<file path="src/rtl/mem_port_arbiter.sv">
// rtl/mem_port_arbiter.sv - IF/data arbiter for one single-ported multi-cycle memory
// Data wins ties unless IF has been passed over MAX_DPRIO times; flushed fetches complete silently.
module mem_port_arbiter #(
   parameter int ADDR_W    = 32,
   parameter int DATA_W    = 32,
   parameter int MEM_LAT   = 2,
   parameter int MAX_DPRIO = 4
) (
   input  logic                i_clk,
   input  logic                i_rst,
   input  logic                i_if_req,
   input  logic [ADDR_W-1:0]   i_if_addr,
   output logic [DATA_W-1:0]   o_if_rdata,
   output logic                o_if_ready,
   input  logic                i_d_req,
   input  logic                i_d_we,
   input  logic [DATA_W/8-1:0] i_d_be,
   input  logic [ADDR_W-1:0]   i_d_addr,
   input  logic [DATA_W-1:0]   i_d_wdata,
   output logic [DATA_W-1:0]   o_d_rdata,
   output logic                o_d_ready,
   input  logic                i_flush,
   output logic                o_mem_en,
   output logic                o_mem_we,
   output logic [DATA_W/8-1:0] o_mem_be,
   output logic [ADDR_W-1:0]   o_mem_addr,
   output logic [DATA_W-1:0]   o_mem_wdata,
   input  logic [DATA_W-1:0]   i_mem_rdata,
   output logic                o_stall_if,
   output logic                o_stall_mem,
   output logic                o_busy
);

   localparam int CNT_W  = $clog2(MEM_LAT + 1);
   localparam int DCNT_W = $clog2(MAX_DPRIO + 1);
   localparam logic [CNT_W-1:0]  CNT_INIT  = CNT_W'(MEM_LAT);
   localparam logic [CNT_W-1:0]  CNT_ONE   = CNT_W'(1);
   localparam logic [DCNT_W-1:0] DCNT_MAX  = DCNT_W'(MAX_DPRIO);
   localparam logic [DCNT_W-1:0] DCNT_ONE  = DCNT_W'(1);

   localparam logic [1:0] S_IDLE  = 2'd0;
   localparam logic [1:0] S_ISSUE = 2'd1;
   localparam logic [1:0] S_WAIT  = 2'd2;
   localparam logic [1:0] S_RESP  = 2'd3;

   logic [1:0]        r_state;
   logic [CNT_W-1:0]  r_cnt;
   logic [DCNT_W-1:0] r_dcnt;
   logic              r_drop;
   logic              r_grant_d;
   logic [DATA_W-1:0] r_rdata;

   logic w_grant;
   logic w_grant_d;
   logic w_if_starved;
   logic w_issue;
   logic w_issue_d;
   logic w_capture;
   logic w_if_active;
   logic w_if_ready;
   logic w_d_ready;

   assign w_if_starved = (r_dcnt == DCNT_MAX) && i_if_req;

   // RESP hands the port straight to the other requester so neither side starves.
   always_comb begin
      w_grant   = 1'b0;
      w_grant_d = 1'b0;
      case (r_state)
         S_IDLE: begin
            if (i_d_req || i_if_req) begin
               w_grant   = 1'b1;
               w_grant_d = i_d_req && !w_if_starved;
            end
         end
         S_RESP: begin
            if (r_grant_d ? i_if_req : i_d_req) begin
               w_grant   = 1'b1;
               w_grant_d = !r_grant_d;
            end
         end
         default: ;
      endcase
   end

   assign w_issue     = (r_state == S_ISSUE);
   assign w_issue_d   = w_issue && r_grant_d;
   assign w_capture   = (r_state == S_WAIT) && (r_cnt == CNT_ONE) && !(r_grant_d && i_d_we);
   assign w_if_active = ((r_state == S_ISSUE) || (r_state == S_WAIT)) && !r_grant_d;
   assign w_if_ready  = (r_state == S_RESP) && !r_grant_d && !r_drop;
   assign w_d_ready   = (r_state == S_RESP) && r_grant_d;

   always_ff @(posedge i_clk or posedge i_rst) begin
      if (i_rst) begin
         r_state   <= S_IDLE;
         r_cnt     <= '0;
         r_dcnt    <= '0;
         r_drop    <= 1'b0;
         r_grant_d <= 1'b0;
         r_rdata   <= '0;
      end else begin
         case (r_state)
            S_IDLE: begin
               if (w_grant) r_state <= S_ISSUE;
            end
            S_ISSUE: begin
               r_cnt   <= CNT_INIT;
               r_state <= S_WAIT;
            end
            S_WAIT: begin
               r_cnt <= r_cnt - CNT_ONE;
               if (r_cnt == CNT_ONE) r_state <= S_RESP;
            end
            default: begin
               r_state <= w_grant ? S_ISSUE : S_IDLE;
            end
         endcase

         if (w_grant) begin
            r_grant_d <= w_grant_d;
            if (w_grant_d) begin
               if (r_dcnt != DCNT_MAX) r_dcnt <= r_dcnt + DCNT_ONE;
            end else begin
               r_dcnt <= '0;
            end
         end

         // A new grant overrides the RESP-exit clear so a flush on a fresh IF grant is not lost.
         if (w_grant)
            r_drop <= !w_grant_d && i_flush;
         else if (r_state == S_RESP)
            r_drop <= 1'b0;
         else if (w_if_active && i_flush)
            r_drop <= 1'b1;

         if (w_capture) r_rdata <= i_mem_rdata;
      end
   end

   assign o_mem_en    = w_issue;
   assign o_mem_we    = w_issue_d && i_d_we;
   assign o_mem_be    = w_issue_d ? i_d_be : (w_issue ? '1 : '0);
   assign o_mem_addr  = w_issue ? (r_grant_d ? i_d_addr : i_if_addr) : '0;
   assign o_mem_wdata = w_issue_d ? i_d_wdata : '0;

   assign o_if_rdata  = r_rdata;
   assign o_d_rdata   = r_rdata;
   assign o_if_ready  = w_if_ready;
   assign o_d_ready   = w_d_ready;
   assign o_stall_if  = i_if_req && !w_if_ready && !i_rst;
   assign o_stall_mem = i_d_req && !w_d_ready && !i_rst;
   assign o_busy      = (r_state != S_IDLE);

endmodule

</file>
<file path="config.mk">
export PLATFORM = sky130hd
export DESIGN_NAME = mem_port_arbiter
export DESIGN_NICKNAME = d
export VERILOG_FILES = /design/src/rtl/mem_port_arbiter.sv
export SDC_FILE = /design/constraint.sdc
export NUM_CORES = 1
export LEC_CHECK = 0
export BUFFER_PORTS_ARGS = -buffer_cell sky130_fd_sc_hd__buf_2
export CAP_MARGIN = 25
export CORE_AREA = 2 2 107 109
export CTS_BUF_LIST = sky130_fd_sc_hd__clkbuf_8 sky130_fd_sc_hd__clkbuf_16
export CTS_CLUSTER_SIZE = 28
export DETAILED_ROUTE_END_ITERATION = 10
export DIE_AREA = 0 0 109 111
export HOLD_SLACK_MARGIN = 0.1
export SETUP_SLACK_MARGIN = 0.15
export SYNTH_ARGS = -nofsm -noshare
export SYNTH_HDL_FRONTEND = slang
export SYNTH_SLANG_ARGS = --single-unit
</file>
<file path="constraint.sdc">
create_clock -name i_clk -period 1.7 [get_ports i_clk]
set_input_delay 0.085 -clock i_clk [delete_from_list [all_inputs] [get_ports i_clk]]
set_output_delay 0.085 -clock i_clk [all_outputs]
set_load 0.02 [all_outputs]
</file>
==> results.toml, run 1 <==
[logic_synthesis]
yosys_warnings = 0
synth_nets = 432
synthTopCellsByCount = "dfrtp_1, and3_1, nor2b_1"
synth_top_area_share_pct = 35.4
synth_compound_area_share_pct = 6.99
syn_avg_cell_area_um2 = 10.1
ys_types = 37
async_flop_share_pct = 100
synthSimpleGateAreaFrac_pct = 18.0
synth_mux_area_share_pct = 23.9
synthAdderAreaFrac_pct = 3.02
synth-edff-count = 0
syn_area_um2 = 2900
synth_xor_area_share_pct = 0
ys_seq_area_share_pct = 35.4
synth_area_leader_cell = "dfrtp_1"
ys.flop_type = "dfrtp_1"
synth_top_family_by_area = "multiplexers"
synth_cells = 287
post-synth-top-count-cell = "dfrtp_1"
netlist_top_cells_area = "dfrtp_1, mux2_2, mux2i_1"
ys_ff_latch = 41

[grt]
track_usage_pct = 18.3
grt_pass1_vias = 3447
antenna_found_initial = 0
grt_overflow = 0
grt_pass1_wl_mm = 17.1
grt_max_degree = 39

[floorplanning]
io_pins = 277
die_area_um2 = 12100
chipHeight_um = 111
start_util_pct = 26.2
rows = 39
core_area_um2 = 11100
die_w_um = 109

[cells_and_area]
nets = 741
area_growth_pct = 122
diodes = 0
utilization_pct = 58.1
final_cells = 740
drive_gt1_share_pct = 76.7
fin_area_um2 = 6430

[timing]
min_period_over_period_pct = 106
finalHoldViolations = 0
rsz0062_at_grt = "true"
slew_headroom_pct = 69.0
fmax_ghz = 0.556
setup_viol = 48
drv_slew = 0
holdWs_ps = 234
fin_crit_ps = 1800
skew_ps = 7.91
fin_ws_ps = -99.8
finalSetupTns_ps = -1020
worst_pin_slew_ps = 453

[worst_setup_path]
r2r_cells = 7
crit_path_start_kind = "flip-flop"
r2r-start = "r_state[1]"
crit_required_ps = 1620
worstSetupEndpointType = "output pin"
reg2reg_slack_ps = -30
r2r_end = "r_dcnt[0]"
cp.arrival_ps = 1710
path_class = "reg -> out"
worstPathMaxFanout = 7

[routing]
wl_per_cell_um = 18.7
dr_total_vias = 3501
ant_nets = 0
drtIter0Drc = 150
dr.pass1.iters = 4
route.detailed.drc = 0
drt_wl_total_mm = 13.9
via_per_inst = 4.73

[clocking]
cts_tree = "done"
cts_sinks = 41
ctsLongestPathBuffers = 2
path_clk_slew_ps = 60
cts-root-buf = "clkbuf_16"
htreeDepth = 2
clock_latency_ps = 280
cts_buffers = 5

[hold_path]
hp-start = "i_d_req"
hold_end = "r_state[1]"
hp-class = "in -> reg"
holdPathStages = 4

[pwr]
p_leak_nw = 3.03
power_density_nw_per_um2 = 1750
power_mw = 11.3
peakVddDrop_v = 0.000958

[placed_design]
portBuffers = 276
gp_congestion = 0.838
dp_slack_ps = 36.8
placed_cells = 662
placed_area_um2 = 4290
dp_hpwl_mm = 7.54

[status]
violations = "negative setup slack"
status = "finished, violations left"

[flow_run]
maxCapViolCount = 0
worst max-delay path, stage by stage, from the launching register on:
cell       delay [ps]
dfrtp_1           420
inv_2             110
ha_4              210
buf_12            180
clkbuf_16         160
nor2b_1           170
buf_4             180
area by class of cell:
cell class                 count  area, µm²
timing repair buffer         353       2860
fill                         866       4640
tap                          143        179
sequential                    41       1030
clock inverter                 3       25.0
inverter                      11       46.3
clock buffer                   5        125
multi-input combinational    184       2170
state kept, by name, indices dropped and copies added (netlist names):
name and flops:
r_grant_d 1, r_drop 1, r_dcnt 3, r_cnt 2
o_d_rdata 32, r_state 2
cells by family after synthesis:
family | Yosys count
buffers and inverters | 62
multiplexers | 65
AO/OA/AOI/OAI | 28
flip-flops | 41
adder cells (fa/ha/maj) | 7
AND/OR/NAND/NOR | 84
report_power, final:
part | switching (mW) | internal, mW | leakage [nW] | total (mW)
registers | 0.403 | 1.46 | 0.482 | 1.86
clock network | 0.404 | 0.551 | 0.0704 | 0.956
logic | 4.17 | 4.27 | 2.48 | 8.44
total | 4.98 | 6.28 | 3.03 | 11.3
placed cells by master (no fill, tap or decap), types with 2 or more instances in the layout:
cell / synthesis / layout
buf_2: 7 / 202
and3_1: 33 / 7
nor2b_4: 0 / 23
mux2i_4: 0 / 15
inv_1: 11 / 8
buf_6: 1 / 72
buf_12: 0 / 6
nand3_1: 2 / 2
and3_4: 0 / 26
ha_1: 7 / 3
buf_16: 0 / 7
a21oi_4: 0 / 2
o21a_1: 4 / 4
dfrtp_2: 0 / 2
mux2i_2: 0 / 9
a21oi_1: 4 / 3
dlygate4sd3_1: 0 / 34
inv_4: 0 / 2
mux2_2: 30 / 25
nand2b_1: 2 / 2
mux2_4: 0 / 5
clkbuf_16: 0 / 13
nor2b_1: 33 / 4
mux2i_1: 32 / 8
nor2_1: 3 / 2
mux2_1: 3 / 3
ha_4: 0 / 3
nor2b_2: 0 / 6
nand2_1: 4 / 3
dfrtp_1: 41 / 39
o21ai_0: 8 / 7
buf_4: 32 / 24
layer usage:
layer  part of all wire [%]  wire (µm)  track usage [%]
met2                     55       7660             35.3
met5                      0          0                0
met4                    4.3        599             5.90
met3                    7.1        990             3.23
met1                     33       4610             19.3
timing repair:
item,in CTS,in global routing
endpoints found under the setup margin,110,113
resized for setup,135,146
hold buffers,34,0
pin swaps,11,16
cloned,7,9
hold endpoints to repair,54,0
setup buffers,10,10
worst max-delay path by stage:
stage | from | end | slack, ps | cells after the start
CTS | r_state[0] | o_d_rdata[25] | 9 | 6
global placement | r_state[0] | r_drop | 90 | 5
floorplan | r_state[0] | o_d_rdata[10] | 110 | 6
global route | r_state[1] | o_mem_addr[7] | -130 | 6
detailed placement | r_state[0] | r_drop | 40 | 5
finish | r_state[1] | o_mem_addr[5] | -100 | 6
(Power assumes the default switching activity.)
==> run 2, diff against run 1 <==
- TNS_END_PERCENT: default -> 30
==> results.toml, run 2 (synthesis gave the netlist of run 1 again) <==
[placed_design]
gp_congestion = 0.838
portBuffers = 276
dp_hpwl_mm = 7.54
dp_slack_ps = 36.8

[timing]
rsz0062_at_grt = "true"
fin_ws_ps = -58.0
holdWs_ps = 236
slew_headroom_pct = 78.6
min_period_over_period_pct = 103
fin_crit_ps = 1760
drv_slew = 0
setup_viol = 4
finalHoldViolations = 0
skew_ps = 7.16
fmax_ghz = 0.569
worst_pin_slew_ps = 319

[floorplanning]
rows = 39
io_pins = 277
core_area_um2 = 11100
chipHeight_um = 111
die_w_um = 109
start_util_pct = 26.2
die_area_um2 = 12100

[worst_setup_path]
worstPathMaxFanout = 7
worstSetupEndpointType = "flip-flop"
r2r_cells = 6
cp.arrival_ps = 1930
r2r_end = "r_dcnt[0]"
reg2reg_slack_ps = -60
crit_required_ps = 1870
crit_path_start_kind = "flip-flop"
path_class = "reg -> reg"
r2r-start = "r_state[1]"

[hold_path]
hold_end = "r_state[1]"
hp-start = "i_d_req"
hp-class = "in -> reg"
holdPathStages = 4

[clocking]
clock_latency_ps = 280
cts_sinks = 41
path_clk_slew_ps = 70
cts-root-buf = "clkbuf_16"
htreeDepth = 2
cts_tree = "done"
ctsLongestPathBuffers = 2
cts_buffers = 5

[cells_and_area]
fillers = 940
final_cell_mix = "buf_2, buf_6, buf_4, dfrtp_1, dlygate4sd3_1"
utilization_pct = 53.9
largest_reg_flops = 32
layout_commonest_cell = "buf_2"
diodes = 0
area_growth_pct = 106
nets = 735
drive_gt1_share_pct = 71.2

[grt]
grt_overflow = 0
grt_pass1_wl_mm = 16.2
antenna_found_initial = 0
grt_max_degree = 39
track_usage_pct = 17.1
grt_pass1_vias = 3237

[status]
status = "finished, violations left"
violations = "negative setup slack"

[routing]
drt_wl_total_mm = 12.5
ant_nets = 0
drtIter0Drc = 138
via_per_inst = 4.57
wl_per_cell_um = 17.0
dr_total_vias = 3356
dr.pass1.iters = 4
route.detailed.drc = 0

[pwr]
peakVddDrop_v = 0.000857
power_density_nw_per_um2 = 1740
p_leak_nw = 2.96

[flow_run]
maxCapViolCount = 0
## run 2: changes by cell type in the layout (fill, tap and decap cells not counted), sizes merged
cell	delta
buf	-4
clkbuf	-2
## run 2: critical path, cell delays in order (launching register included)
cell and delay, ps:
dfrtp_1 390, inv_2 70, buf_6 120, ha_4 280
a211oi_4 340, o21bai_1 160, mux2_4 270
## run 2: cell type report
| type | instances | area, µm² | share of cell area (%) |
|---|---|---|---|
| Multi-Input combinational cell | 184 | 1930 | 32.4 |
| Sequential cell | 41 | 1030 | 17.2 |
| Clock buffer | 5 | 125 | 2.10 |
| Clock inverter | 3 | 25.0 | 0.419 |
| Timing Repair Buffer | 347 | 2640 | 44.2 |
| Tap cell | 143 | 179 | 3.00 |
| Inverter | 11 | 43.8 | 0.733 |
## run 2: metrics by stage
step / area (µm²) / power (mW) / setup TNS (ps) / cells
floorplan: 2970 / 5.84 / 0 / 287
global placement: 4290 / 7.00 / 0 / 662
detailed placement: 4290 / 7.08 / 0 / 662
CTS: 5180 / 8.94 / 0 / 715
global route: 5970 / 10.9 / -1310 / 734
finish: 5970 / 10.4 / -85.6 / 734
## run 2: layer usage
metal  track usage [%]  up-vias  wire length [µm]
met4              4.19        0               143
li1                  -     1561                 -
met5                 0        -                 0
met1              18.6     1609              4610
met3              2.94        6               827
met2              33.4      180              6900
## run 2: how the worst max path moves through the flow
| stage | end | cells past startpoint | start |
|---|---|---|---|
| 6_report | r_dcnt[0] | 6 | r_state[1] |
| 5_1_grt | r_dcnt[0] | 6 | r_state[1] |
| 4_1_cts | o_d_rdata[25] | 6 | r_state[0] |
| 3_5_place_dp | r_drop | 5 | r_state[0] |
| 3_3_place_gp | r_drop | 5 | r_state[0] |
| 2_1_floorplan | o_d_rdata[10] | 6 | r_state[0] |
## run 2: power by group
group          internal (mW)  switching [mW]
Clock                  0.551           0.401
Sequential              1.46           0.389
Combinational           3.69            3.90
Total                   5.71            4.69
## run 2: timing repair
| action | in CTS | in global routing |
|---|---|---|
| resized for setup | 59 | 149 |
| gates cloned | 4 | 8 |
| buffers inserted | 7 | 11 |
| hold buffers | 34 | 0 |
| pin swaps | 0 | 14 |
| setup endpoints to repair | 110 | 113 |
| endpoints found under the hold margin | 54 | 0 |
==> run 3, diff against run 2 <==
- SKIP_CTS_REPAIR_TIMING: default -> 1
==> results.toml, run 3 (synthesis gave the netlist of run 1 again) <==
[status]
status = "completed"

[timing]
slew_headroom_pct = 70.3
setup_viol = 0
fmax_ghz = 0.597
worst_pin_slew_ps = 435
finalHoldViolations = 0
fin_ws_ps = 26.2
rsz0062_at_grt = "true"
fin_crit_ps = 1670
skew_ps = 4.76
min_period_over_period_pct = 98.5
drv_slew = 0

[cells_and_area]
diodes = 0
fillers = 1002
nets = 718
drive_gt1_share_pct = 68.3
largest_reg_flops = 32
final_cells = 717
area_growth_pct = 89.8
final_cell_mix = "buf_2, dfrtp_1, buf_6, and3_1, dlygate4sd3_1"
layout_commonest_cell = "buf_2"
utilization_pct = 49.7

[placed_design]
dp_slack_ps = 36.8
gp_congestion = 0.838
placed_cells = 662
portBuffers = 276
dp_hpwl_mm = 7.54

[worst_setup_path]
worstSetupEndpointType = "output pin"
worstPathMaxFanout = 5
reg2reg_slack_ps = 30
r2r_end = "o_d_rdata[31]"
r2r-start = "r_state[0]"
path_class = "reg -> out"
r2r_cells = 6
crit_required_ps = 1620
cp.arrival_ps = 1590
crit_path_start_kind = "flip-flop"

[floorplanning]
die_area_um2 = 12100
chipHeight_um = 111
core_area_um2 = 11100
io_pins = 277
rows = 39
start_util_pct = 26.2
die_w_um = 109

[clocking]
path_clk_slew_ps = 60
htreeDepth = 2
cts_tree = "done"
cts_buffers = 5
cts-root-buf = "clkbuf_16"
cts_sinks = 41
ctsLongestPathBuffers = 2
clock_latency_ps = 280

[pwr]
combinationalPowerShare_pct = 69.8
p_int_mw = 5.00
peakVddDrop_v = 0.000931
clkPwrFrac_pct = 10.1
power_mw = 9.34
seq_power_share_pct = 20.1
p_sw_share_pct = 46.5
power_switching_mw = 4.34
power_density_nw_per_um2 = 1700
p_leak_nw = 2.84

[hold_path]
hold_end = "r_drop"
holdPathStages = 3
hp-class = "in -> reg"
hp-start = "i_flush"

[grt]
grt_max_degree = 71
track_usage_pct = 14.4
grt_overflow = 0
antenna_found_initial = 0
grt_pass1_vias = 2831
grt_pass1_wl_mm = 13.7

[routing]
dr_total_vias = 3246
wl_per_cell_um = 15.9
drtIter0Drc = 127
ant_nets = 0
dr.pass1.iters = 4
via_per_inst = 4.53
route.detailed.drc = 0
drt_wl_total_mm = 11.4

[flow_run]
maxCapViolCount = 0
-- run 3: cell types whose count changed in the layout (fill, tap and decap cells not counted), moves of 4 or more --
| cell | previous run | this run |
|---|---|---|
| mux2_4 | 7 | 13 |
| buf_6 | 48 | 34 |
| nor2b_2 | 7 | 18 |
| buf_2 | 205 | 221 |
| and3_1 | 22 | 33 |
| buf_4 | 42 | 32 |
| buf_16 | 4 | 0 |
| and3_4 | 11 | 0 |
| nor2b_4 | 14 | 5 |
| mux2_2 | 25 | 18 |
-- run 3: cell type report --
cell class                 instances  area, µm²  share of cell area, %
tap                              143        179                   3.25
inverter                          11       48.8                  0.887
timing repair buffer             330       2280                   41.4
clock inverter                     3       25.0                  0.455
clock buffer                       5        125                   2.27
sequential                        41       1030                   18.7
multi-input combinational        184       1810                   33.0
-- run 3: power groups by stage --
| stage | Clock [mW] | Combinational (mW) | Sequential, mW |
|---|---|---|---|
| global route | 1.03 | 6.92 | 1.95 |
| CTS | 0.990 | 5.25 | 1.82 |
| finish | 0.947 | 6.51 | 1.88 |
| floorplan | 0 | 3.57 | 2.27 |
| global placement | 0 | 5.20 | 1.80 |
| detailed placement | 0 | 5.24 | 1.83 |
-- run 3: how the worst max path moves through the flow --
stage	slack (ps)	startpoint	end	cells after the start
after floorplan	110	r_state[0]	o_d_rdata[10]	6
after global placement	90	r_state[0]	r_drop	5
after detailed placement	40	r_state[0]	r_drop	5
after CTS	-100	r_state[1]	o_mem_addr[25]	5
after global routing	-60	r_state[0]	r_dcnt[2]	7
final	30	r_state[0]	o_stall_mem	5
-- run 3: critical path, stage by stage, from the launching register on --
cell	delay, ps
dfrtp_2	430
buf_6	130
ha_4	170
and2_1	200
nor3_2	180
buf_4	190
-- run 3: metal layers --
layer  global-route usage [%]  vias to the layer above  wire (µm)
li1                         -                     1533          -
met1                     16.2                     1533       4040
met2                     26.2                      174       6420
met3                     3.41                        6        825
met4                     4.79                        0        132
met5                        0                        -          0
-- run 3: metrics by stage --
| stage | TNS, ps | cell area [µm²] | hold slack, ps |
|---|---|---|---|
| 2_1_floorplan | 0 | 2970 | 220 |
| 3_3_place_gp | 0 | 4290 | 167 |
| 3_5_place_dp | 0 | 4290 | 168 |
| 4_1_cts | -388 | 4440 | -137 |
| 5_1_grt | -590 | 5500 | 153 |
| 6_report | 0 | 5500 | 160 |
